File: config.mk
export PLATFORM = sky130hd
export DESIGN_NAME = solution_player
export DESIGN_NICKNAME = d
export VERILOG_FILES = /design/src/rtl/solution_player_pkg.sv /design/src/rtl/solution_player_seg_scan.sv /design/src/rtl/solution_player.sv
export SDC_FILE = /design/constraint.sdc
export NUM_CORES = 1
export LEC_CHECK = 0
export BUFFER_PORTS_ARGS = -buffer_cell sky130_fd_sc_hd__clkbuf_2
export CAP_MARGIN = 20
export CORE_MARGIN = 3
export CORE_UTILIZATION = 30
export DETAILED_ROUTE_END_ITERATION = 7
export GPL_TIMING_DRIVEN = 1
export PLACE_DENSITY = 0.5
export RECOVER_POWER = 25
export SYNTH_ARGS = -nofsm -noshare
export SYNTH_HDL_FRONTEND = slang
export SYNTH_SLANG_ARGS = --single-unit
File: constraint.sdc
create_clock -name clk -period 3.5 [get_ports clk]
set_input_delay 0.7 -clock clk [delete_from_list [all_inputs] [get_ports clk]]
set_output_delay 0.7 -clock clk [all_outputs]
set_load 0.02 [all_outputs]
File: src/rtl/solution_player_pkg.sv
// Shared definitions for the solution player: FSM states, move codes,
// the buffered move record and the blank display digit.
package solution_player_pkg;

  typedef enum logic [1:0] {
    ST_LOAD = 2'd0,
    ST_PLAY = 2'd1,
    ST_END  = 2'd2
  } state_t;

  typedef enum logic [2:0] {
    FACE_U = 3'd0,
    FACE_D = 3'd1,
    FACE_F = 3'd2,
    FACE_B = 3'd3,
    FACE_L = 3'd4,
    FACE_R = 3'd5
  } face_t;

  typedef enum logic [1:0] {
    TURN_NONE = 2'd0,
    TURN_CW   = 2'd1,
    TURN_HALF = 2'd2,
    TURN_CCW  = 2'd3
  } turn_t;

  // One buffer entry: 5 bits, face in the upper bits.
  typedef struct packed {
    face_t face;
    turn_t turn;
  } move_t;

  localparam logic [3:0] DIGIT_BLANK = 4'hF;

  // Position of the set bit in a one-hot digit select.
  function automatic logic [1:0] onehot_idx(input logic [3:0] oh);
    logic [1:0] r;
    r = '0;
    for (int unsigned i = 0; i < 4; i++) begin
      if (oh[i]) r = i[1:0];
    end
    return r;
  endfunction

endpackage

File: src/rtl/solution_player_seg_scan.sv
// Display scanner for the 4-digit multiplexed display.
//  clk, rst            : clock, synchronous active-high reset
//  digit0..digit3      : digit values (0 = rightmost slot)
//  cs_out              : one-hot digit select, active-high, rotates left
//  data_disp           : {6'h00, selected digit}, registered together with cs_out
module solution_player_seg_scan
  import solution_player_pkg::*;
#(
  parameter int unsigned SCAN_DIV = 50000
) (
  input  logic       clk,
  input  logic       rst,
  input  logic [3:0] digit0,
  input  logic [3:0] digit1,
  input  logic [3:0] digit2,
  input  logic [3:0] digit3,
  output logic [3:0] cs_out,
  output logic [9:0] data_disp
);

  localparam int unsigned CW = (SCAN_DIV > 1) ? $clog2(SCAN_DIV) : 1;

  logic [CW-1:0] scan_cnt;
  logic          wrap;
  logic [3:0]    cs_nxt;
  logic [3:0]    digit_sel;

  assign wrap = (scan_cnt == CW'(SCAN_DIV - 1));

  // Select the digit for the slot that will be active next cycle so that
  // cs_out and data_disp always change on the same edge.
  always_comb begin
    cs_nxt = wrap ? {cs_out[2:0], cs_out[3]} : cs_out;
    unique case (onehot_idx(cs_nxt))
      2'd0:    digit_sel = digit0;
      2'd1:    digit_sel = digit1;
      2'd2:    digit_sel = digit2;
      default: digit_sel = digit3;
    endcase
  end

  always_ff @(posedge clk) begin
    if (rst) begin
      scan_cnt  <= '0;
      cs_out    <= 4'b0001;
      data_disp <= '0;
    end else begin
      scan_cnt  <= wrap ? '0 : scan_cnt + CW'(1);
      cs_out    <= cs_nxt;
      data_disp <= {6'h00, digit_sel};
    end
  end

endmodule

File: src/rtl/solution_player.sv
// Solution player: buffers the solver's move stream, then steps through it one
// move per "next" press and shows the current step on the multiplexed display.
//  clk, rst              : clock, synchronous active-high reset
//  mv_valid/face/turn    : move record from the solver (turn 0 is illegal, dropped)
//  mv_done               : solver finished pulse
//  next_btn, restart_btn : synchronised button levels, rising edge acts
//  ready                 : moves are being accepted (LOAD and buffer not full)
//  playing, last         : state is PLAY / END
//  overflow              : sticky, a legal move was dropped for lack of space
//  cs_out, data_disp     : display digit select and digit value
module solution_player
  import solution_player_pkg::*;
#(
  parameter int unsigned DEPTH    = 32,
  parameter int unsigned AW       = 5,
  parameter int unsigned SCAN_DIV = 50000
) (
  input  logic       clk,
  input  logic       rst,
  input  logic       mv_valid,
  input  logic [2:0] mv_face,
  input  logic [1:0] mv_turn,
  input  logic       mv_done,
  input  logic       next_btn,
  input  logic       restart_btn,
  output logic       ready,
  output logic       playing,
  output logic       last,
  output logic       overflow,
  output logic [3:0] cs_out,
  output logic [9:0] data_disp
);

  localparam int unsigned CNTW = AW + 1;

  state_t          state;
  logic [AW-1:0]   wr_ptr;
  logic [AW-1:0]   idx;
  logic [CNTW-1:0] count;
  logic [CNTW-1:0] count_after;
  logic [3:0]      step_ones;
  logic [3:0]      step_tens;
  logic            next_q;
  logic            restart_q;
  logic            next_edge;
  logic            restart_edge;
  logic            legal_mv;
  logic            store;
  logic            drop_full;
  move_t           wr_move;
  move_t           rd_data;
  move_t           mem [DEPTH];
  logic            blank;
  logic [3:0]      digit0, digit1, digit2, digit3;

  assign next_edge    = next_btn & ~next_q;
  assign restart_edge = restart_btn & ~restart_q;

  always_comb begin
    legal_mv     = (state == ST_LOAD) && mv_valid && (mv_turn != TURN_NONE);
    store        = legal_mv && (count < CNTW'(DEPTH));
    drop_full    = legal_mv && !(count < CNTW'(DEPTH));
    // A move arriving with mv_done counts toward the empty/non-empty decision.
    count_after  = count + CNTW'(store);
    wr_move.face = face_t'(mv_face);
    wr_move.turn = turn_t'(mv_turn);
  end

  // Move buffer: no reset so it maps onto block RAM; registered read.
  always_ff @(posedge clk) begin
    if (store) mem[wr_ptr] <= wr_move;
    rd_data <= mem[idx];
  end

  always_ff @(posedge clk) begin
    if (rst) begin
      state     <= ST_LOAD;
      wr_ptr    <= '0;
      count     <= '0;
      idx       <= '0;
      step_ones <= 4'd1;
      step_tens <= 4'd0;
      overflow  <= 1'b0;
      ready     <= 1'b1;
      playing   <= 1'b0;
      last      <= 1'b0;
      next_q    <= 1'b0;
      restart_q <= 1'b0;
    end else begin
      next_q    <= next_btn;
      restart_q <= restart_btn;
      unique case (state)
        ST_LOAD: begin
          if (store) begin
            wr_ptr <= wr_ptr + AW'(1);
            count  <= count_after;
          end
          if (drop_full) overflow <= 1'b1;
          if (mv_done) begin
            ready <= 1'b0;
            if (count_after != '0) begin
              state   <= ST_PLAY;
              playing <= 1'b1;
            end else begin
              state <= ST_END;
              last  <= 1'b1;
            end
          end else begin
            ready <= (count_after < CNTW'(DEPTH));
          end
        end
        ST_PLAY: begin
          // Restart takes priority over next when both rise together.
          if (restart_edge) begin
            idx       <= '0;
            step_ones <= 4'd1;
            step_tens <= 4'd0;
          end else if (next_edge) begin
            if ((CNTW'(idx) + CNTW'(1)) < count) begin
              idx <= idx + AW'(1);
              if (step_ones == 4'd9) begin
                step_ones <= 4'd0;
                step_tens <= step_tens + 4'd1;
              end else begin
                step_ones <= step_ones + 4'd1;
              end
            end else begin
              state   <= ST_END;
              playing <= 1'b0;
              last    <= 1'b1;
            end
          end
        end
        ST_END: begin
          if (restart_edge && (count != '0)) begin
            state     <= ST_PLAY;
            playing   <= 1'b1;
            last      <= 1'b0;
            idx       <= '0;
            step_ones <= 4'd1;
            step_tens <= 4'd0;
          end
        end
        default: state <= ST_LOAD;
      endcase
    end
  end

  // Nothing meaningful to show while loading or after an empty solution.
  always_comb begin
    blank  = (state == ST_LOAD) || ((state == ST_END) && (count == '0));
    digit0 = blank ? DIGIT_BLANK : {2'b00, rd_data.turn};
    digit1 = blank ? DIGIT_BLANK : {1'b0, rd_data.face};
    digit2 = blank ? 4'd0 : step_ones;
    digit3 = blank ? 4'd0 : step_tens;
  end

  solution_player_seg_scan #(
    .SCAN_DIV(SCAN_DIV)
  ) u_seg_scan (
    .clk      (clk),
    .rst      (rst),
    .digit0   (digit0),
    .digit1   (digit1),
    .digit2   (digit2),
    .digit3   (digit3),
    .cs_out   (cs_out),
    .data_disp(data_disp)
  );

endmodule
==> metrics, run 1 <==
WL final=approximately 20000 µm; antenna diode count=0; skew final=between 0.02 and 0.025 ns; Hold Path Class=primary input to flip-flop; CTS Root Cell=clkbuf_16; routed vias=about 5200; outcome=complete, but fails checks; TritonRoute pass-1 iters=4; Reg clk slew, reported paths=0.06 ns; I/O Pins=29; Yosys reg bits=about 220; # port buffers=22; WS Path Type=flip-flop to flip-flop; aggregate global-route resource usage=a little under an eighth; register area=roughly 0.0060 mm²; multi-input logic area=between 0.003 and 0.004 mm²; met1 Use GR=roughly 16%; pwr dens=approximately 550 mW/mm²; hold path start=restart_btn; Post-Syn Area=just over 0.009 mm²; Critical Path AT=around 3.3 ns; FP Rows=63; Starting Density=a little under a third; fin crit period=approximately 2.9 ns; post-CTS setup buffer count=0; Final TNS setup=0 ns; FMAX=350 MHz; DR DRC count=0; CTS tree=yes; mean post-synth cell area=between 10 and 15 µm²; Async SR Flop Fraction=0%; met3 global-route usage=2.88%; Worst slew margin=-21.0%; met2 Usage GRT=a little under 20%; Die Wd=182 µm; die footprint=0.0330 mm²; Syn Inst Count=between 600 and 700; Ys Warns=0; Post-CTS Hold Buffers=0; vias in the first global route=5256; final setup fails=0; crit end category=flip-flop; Post-DP HPWL=12600 µm; Cell variety after synth=56; Clock Latency Late Sink=~0.53 ns; CP max FO=11; Final Hold Fails=0; CP startpoint=idx[2]$_SDFFE_PP0P_; Finished Core Util=35.3%; number of synthesized flops with an enable pin=160; GP Congestion=0.756; Layout area overhead=14.5%; WP data required=between 3 and 4 ns; gr busiest metal=met2; period utilisation layout=81.7%; layout cells sized above 1=between 10% and 20%; first-pass GRT wire length=roughly 30000 µm; Top FF cell, synth=edfxtp_1; Max Cap Viol=2; fin worst setup slack=0.640 ns; Layout Nets=roughly 700; clk buf depth=3; core area=0.0300 mm²; via density per instance=between 4 and 5; GRT overflow=0; sequential-to-total area share from yosys stat=between 60 and 70%; Final Slew Violations=39; maximum level of the CTS H-tree=1; clk sinks=~220; CTS Buf Count=24; fill count=approximately 2900; ANT nets after route=0; Die Ht=between 150 and 200 µm; initial DRC count=382; Routed wire per std cell=about 18 µm; initial antenna violation count=0; worst reg2reg startpoint=idx[2]$_SDFFE_PP0P_; Leak=3.42 nW; crit path launch type=flip-flop; RSZ-0062 raised after global routing=no; violated checks=max-capacitance violations, max-slew violations; post-CTS sizing=0; Slew @ Worst Pin=about 1.8 ns; largest net degree at the start of global routing=44; Place WS=approximately 0.48 ns; Worst IR Drop VDD=0.358 mV
-- cells in the final DEF (no fill, tap or decap), types with 6 or more instances in the layout --
| master | instances |
|---|---|
| dfxtp_1 | 59 |
| edfxtp_1 | 160 |
| inv_1 | 13 |
| ha_1 | 16 |
| clkbuf_1 | 11 |
| and3_1 | 6 |
| buf_4 | 7 |
| nand2_1 | 32 |
| xor2_1 | 12 |
| clkbuf_16 | 24 |
| nor2b_1 | 7 |
| or3_1 | 10 |
| xnor2_1 | 9 |
| mux4_2 | 50 |
| nor2_1 | 80 |
| a21oi_1 | 26 |
| mux2_2 | 7 |
| nand3_1 | 11 |
| mux2i_1 | 7 |
| clkbuf_2 | 17 |
| conb_1 | 6 |
| nand4_1 | 8 |
| o21ai_0 | 17 |
-- Yosys cell counts, types with 2 or more instances --
cell,count,area (µm²)
buf_1,2,7.51
or3_1,10,62.6
or3b_2,5,43.8
a211o_1,3,26.3
nand2_1,32,120
o21a_1,2,15.0
mux2i_1,7,70.1
buf_2,6,30.0
xnor2_1,9,78.8
inv_1,13,48.8
buf_4,6,45.0
or2_2,2,12.5
a21oi_1,26,130
a31oi_1,2,12.5
ha_1,16,200
nand3b_1,5,37.5
a211oi_1,2,15.0
o21ai_0,17,85.1
mux2_2,7,78.8
clkbuf_1,20,75.1
nand4b_1,2,17.5
mux4_2,50,1130
nand4_1,8,50.1
or4_1,4,30.0
dfxtp_1,61,1220
and3_1,6,37.5
nor3b_1,2,15.0
nand3_1,11,55.1
xor2_1,12,105
nor2_1,80,300
nor2b_1,7,43.8
a22oi_1,3,22.5
nor3_1,3,15.0
and2_1,4,25.0
a21o_1,2,15.0
edfxtp_1,160,4800
-- flip-flops by register name, summed over array words and instances (netlist names), 4 cells and up --
signal / cells
step_tens: 4
step_ones: 4
wr_ptr: 5
u_seg_scan.cs_out: 4
rd_data: 5
mem: 160
idx: 5
u_seg_scan.scan_cnt: 16
count: 6
u_seg_scan.data_disp: 4
-- power breakdown --
part	switching (mW)	internal (mW)	total, mW
Sequential	0.0275	2.85	2.87
Clock	1.04	1.63	2.67
Combinational	0.162	0.0833	0.245
-- cell type report --
| type | instances | share of cell area (%) |
|---|---|---|
| repair buffers | 32 | 1.58 |
| inverters | 13 | 0.460 |
| clock inverters | 17 | 2.08 |
| clock buffers | 27 | 5.77 |
| multi-input cells | 363 | 28.7 |
| flip-flops and latches | 221 | 56.8 |
| well taps | 390 | 4.60 |
-- routing by layer --
layer,wire [µm],vias to the layer above,share of wire [%]
met2,9310,125,48
met3,1220,24,6.2
met1,8740,2613,45
met5,0,-,0
met4,327,0,1.7
li1,-,2421,-
-- per-stage QoR --
step	hold slack [ns]	cell area (µm²)	power [mW]	std cells
floorplan	0.418	9290	3.08	632
global placement	0.429	9790	3.17	1019
detailed placement	0.440	9790	3.18	1019
CTS	0.418	10600	5.87	1063
global route	0.423	10600	6.00	1063
finish	0.438	10600	5.79	1063
-- kinds of logic (layout without fill, tap and decap cells) --
family,after synthesis,after routing,share of synthesized area (%)
other cells,1,6,0.0405
buf+inv,48,89,2.35
xor+xnor,21,21,1.98
flops,221,221,65.0
fa+ha+maj,16,16,2.16
mux,66,66,14.0
simple gates,189,189,10.1
compound gates,65,65,4.33
-- critical path: stages (launching register included) --
cell      delay (ns)
dfxtp_1         0.40
buf_4           0.27
nand3_1         0.17
xnor2_1         0.16
ha_1            0.18
a21o_1          0.15
a21oi_1         0.13
o21a_1          0.20
nand3b_1        0.27
or4b_2          0.68
a21oi_1         0.15
-- final timing paths --
| kind | end | slack [ns] | cells after the start |
|---|---|---|---|
| worst max-delay path | step_ones[2]$_SDFFE_PP0P_ | 0.64 | 10 |
| worst min-delay path | restart_q$_SDFF_PP0_ | 0.44 | 2 |
| worst max register to register | step_ones[2]$_SDFFE_PP0P_ | 0.64 | 10 |
| worst min register to register | u_seg_scan.scan_cnt[0]$_SDFF_PP0_ | 0.45 | 1 |
Note: power is estimated with default switching activity, not from simulation.
==> inputs of run 2 (changes only) <==
==> constraint.sdc (replaced) <==
create_clock -name clk -period 2.92 [get_ports clk]
set_input_delay 0.584 -clock clk [delete_from_list [all_inputs] [get_ports clk]]
set_output_delay 0.584 -clock clk [all_outputs]
set_load 0.02 [all_outputs]
==> run 2 against run 1 <==
Effect of this change: the flow now finishes without violations; critical path depth up 1; first-iteration DRC count down 7.3%; non-clock buffer count is 17 higher; sequential share of layout area down 0.81 points; clock-buffer cell count grew 11; via count is 1.5% higher; critical path type unchanged.
==> metrics, run 2 (synthesized netlist as in run 1, its figures left out) <==
multi-input logic area=a little over 0.003 mm²; register area=approximately 0.0060 mm²; WP data required=3.36 ns; DR DRC count=0; Die Wd=182 µm; Final Power=just under 7 mW; largest net degree at the start of global routing=between 40 and 50; Clock Latency Late Sink=0.53 ns; Die Ht=182 µm; I/O Pins=29; cell family with most CP delay=compound AO/OA/AOI/OAI gates; Hold Path Class=primary input to flip-flop; layout cells sized above 1=~22%; via density per instance=approximately 4.9; skew final=about 0.027 ns; Final Slew Violations=0; commonest non-fill, non-tap cell in the layout=edfxtp_1; crit end category=flip-flop; post-CTS setup buffer count=0; crit path launch type=flip-flop; Top reg by flops=mem; GP Congestion=0.772; CTS Buf Count=24; pwr dens=between 600 and 700 mW/mm²; # port buffers=22; Leak=3.52 nW; die footprint=~0.033 mm²; fill count=~2900; GRT overflow=0; FP Rows=63; maximum level of the CTS H-tree=1; first-pass GRT wire length=between 30000 and 40000 µm; peak per-stage delay on the critical path=around 0.44 ns; final setup fails=0; core area=between 0.03 and 0.04 mm²; TritonRoute pass-1 iters=5; post-CTS sizing=0; DP Cell Count=just over 1000; CTS tree=yes; Reg clk slew, reported paths=~0.06 ns; initial DRC count=about 350; outcome=complete, no violations; WL final=19500 µm; ANT nets after route=0; Slew @ Worst Pin=approximately 1.5 ns; CP cell instances=ha_1 > nand3_1 > xnor2_1 > ha_1 > a21o_1 > a21oi_1 > o21a_2 > nand3b_1 > buf_4 > or3b_2 > a21oi_1; vias in the first global route=approximately 5500; Final Non-Filler Cells=1080; routed vias=5259; Worst IR Drop VDD=0.519 mV; Layout Nets=around 700; FMAX=~370 MHz; Max Cap Viol=0; WS Path Type=flip-flop to flip-flop; Post-DP HPWL=between 10000 and 15000 µm; period utilisation layout=92.1%; Critical Path AT=3.13 ns; RSZ-0062 raised after global routing=no; Post-CTS Hold Buffers=0; most frequent cells in the layout=edfxtp_1, nor2_1, dfxtp_1; fin crit period=2.69 ns; Routed wire per std cell=between 15 and 20 µm; critical path's slowest cell=or3b_2; antenna diode count=0; initial antenna violation count=0; max reg flops=160; Layout area overhead=16.1%; Final Hold Fails=0; clk sinks=approximately 220; aggregate global-route resource usage=between 10% and 20%; Largest regs=mem x160, u_seg_scan.scan_cnt x16, count x6; Final TNS setup=0 ns; CTS Root Cell=clkbuf_16; Bufs and invs on worst path=1; Worst slew margin=0.919%; clk buf depth=3; CP max FO=8; Starting Density=30.9%
## run 2: power by group
part,internal (mW),switching (mW)
logic,0.108,0.200
clock network,1.88,1.23
registers,3.41,0.0334
## run 2: routing by layer
metal  wire length [µm]  global-route usage, %
met1               9250                   16.7
met2               9000                   19.4
met3                843                   2.06
met4                434                   2.93
met5                  0                      0
## run 2: final timing paths
kind / from / end / slack [ns] / cells past startpoint
worst min-delay path: restart_btn / restart_q$_SDFF_PP0_ / 0.29 / 2
worst max-delay path: idx[0]$_SDFFE_PP0P_ / step_tens[1]$_SDFFE_PP0P_ / 0.23 / 11
worst min register to register: u_seg_scan.scan_cnt[0]$_SDFF_PP0_ / u_seg_scan.scan_cnt[0]$_SDFF_PP0_ / 0.46 / 1
worst max register to register: idx[0]$_SDFFE_PP0P_ / step_tens[1]$_SDFFE_PP0P_ / 0.23 / 11
## run 2: cell type report
| type | instances | area share, % |
|---|---|---|
| sequential | 221 | 56.0 |
| multi-input combinational | 363 | 28.4 |
| clock buffer | 38 | 6.72 |
| tap | 390 | 4.53 |
| timing repair buffer | 49 | 2.91 |
| clock inverter | 6 | 0.977 |
| inverter | 13 | 0.453 |
## run 2: metrics by stage
stage | setup WS [ns] | instance area, µm² | utilization (%) | hold WS (ns)
after floorplan | 0.0591 | 9290 | - | 0.418
after CTS | 0.0299 | 10800 | 35.8 | 0.276
after global routing | 0.0431 | 10800 | 35.8 | 0.299
after global placement | 0.197 | 9930 | 33.1 | 0.426
after detailed placement | 0.0544 | 9930 | 33.1 | 0.452
final | 0.232 | 10800 | 35.8 | 0.291
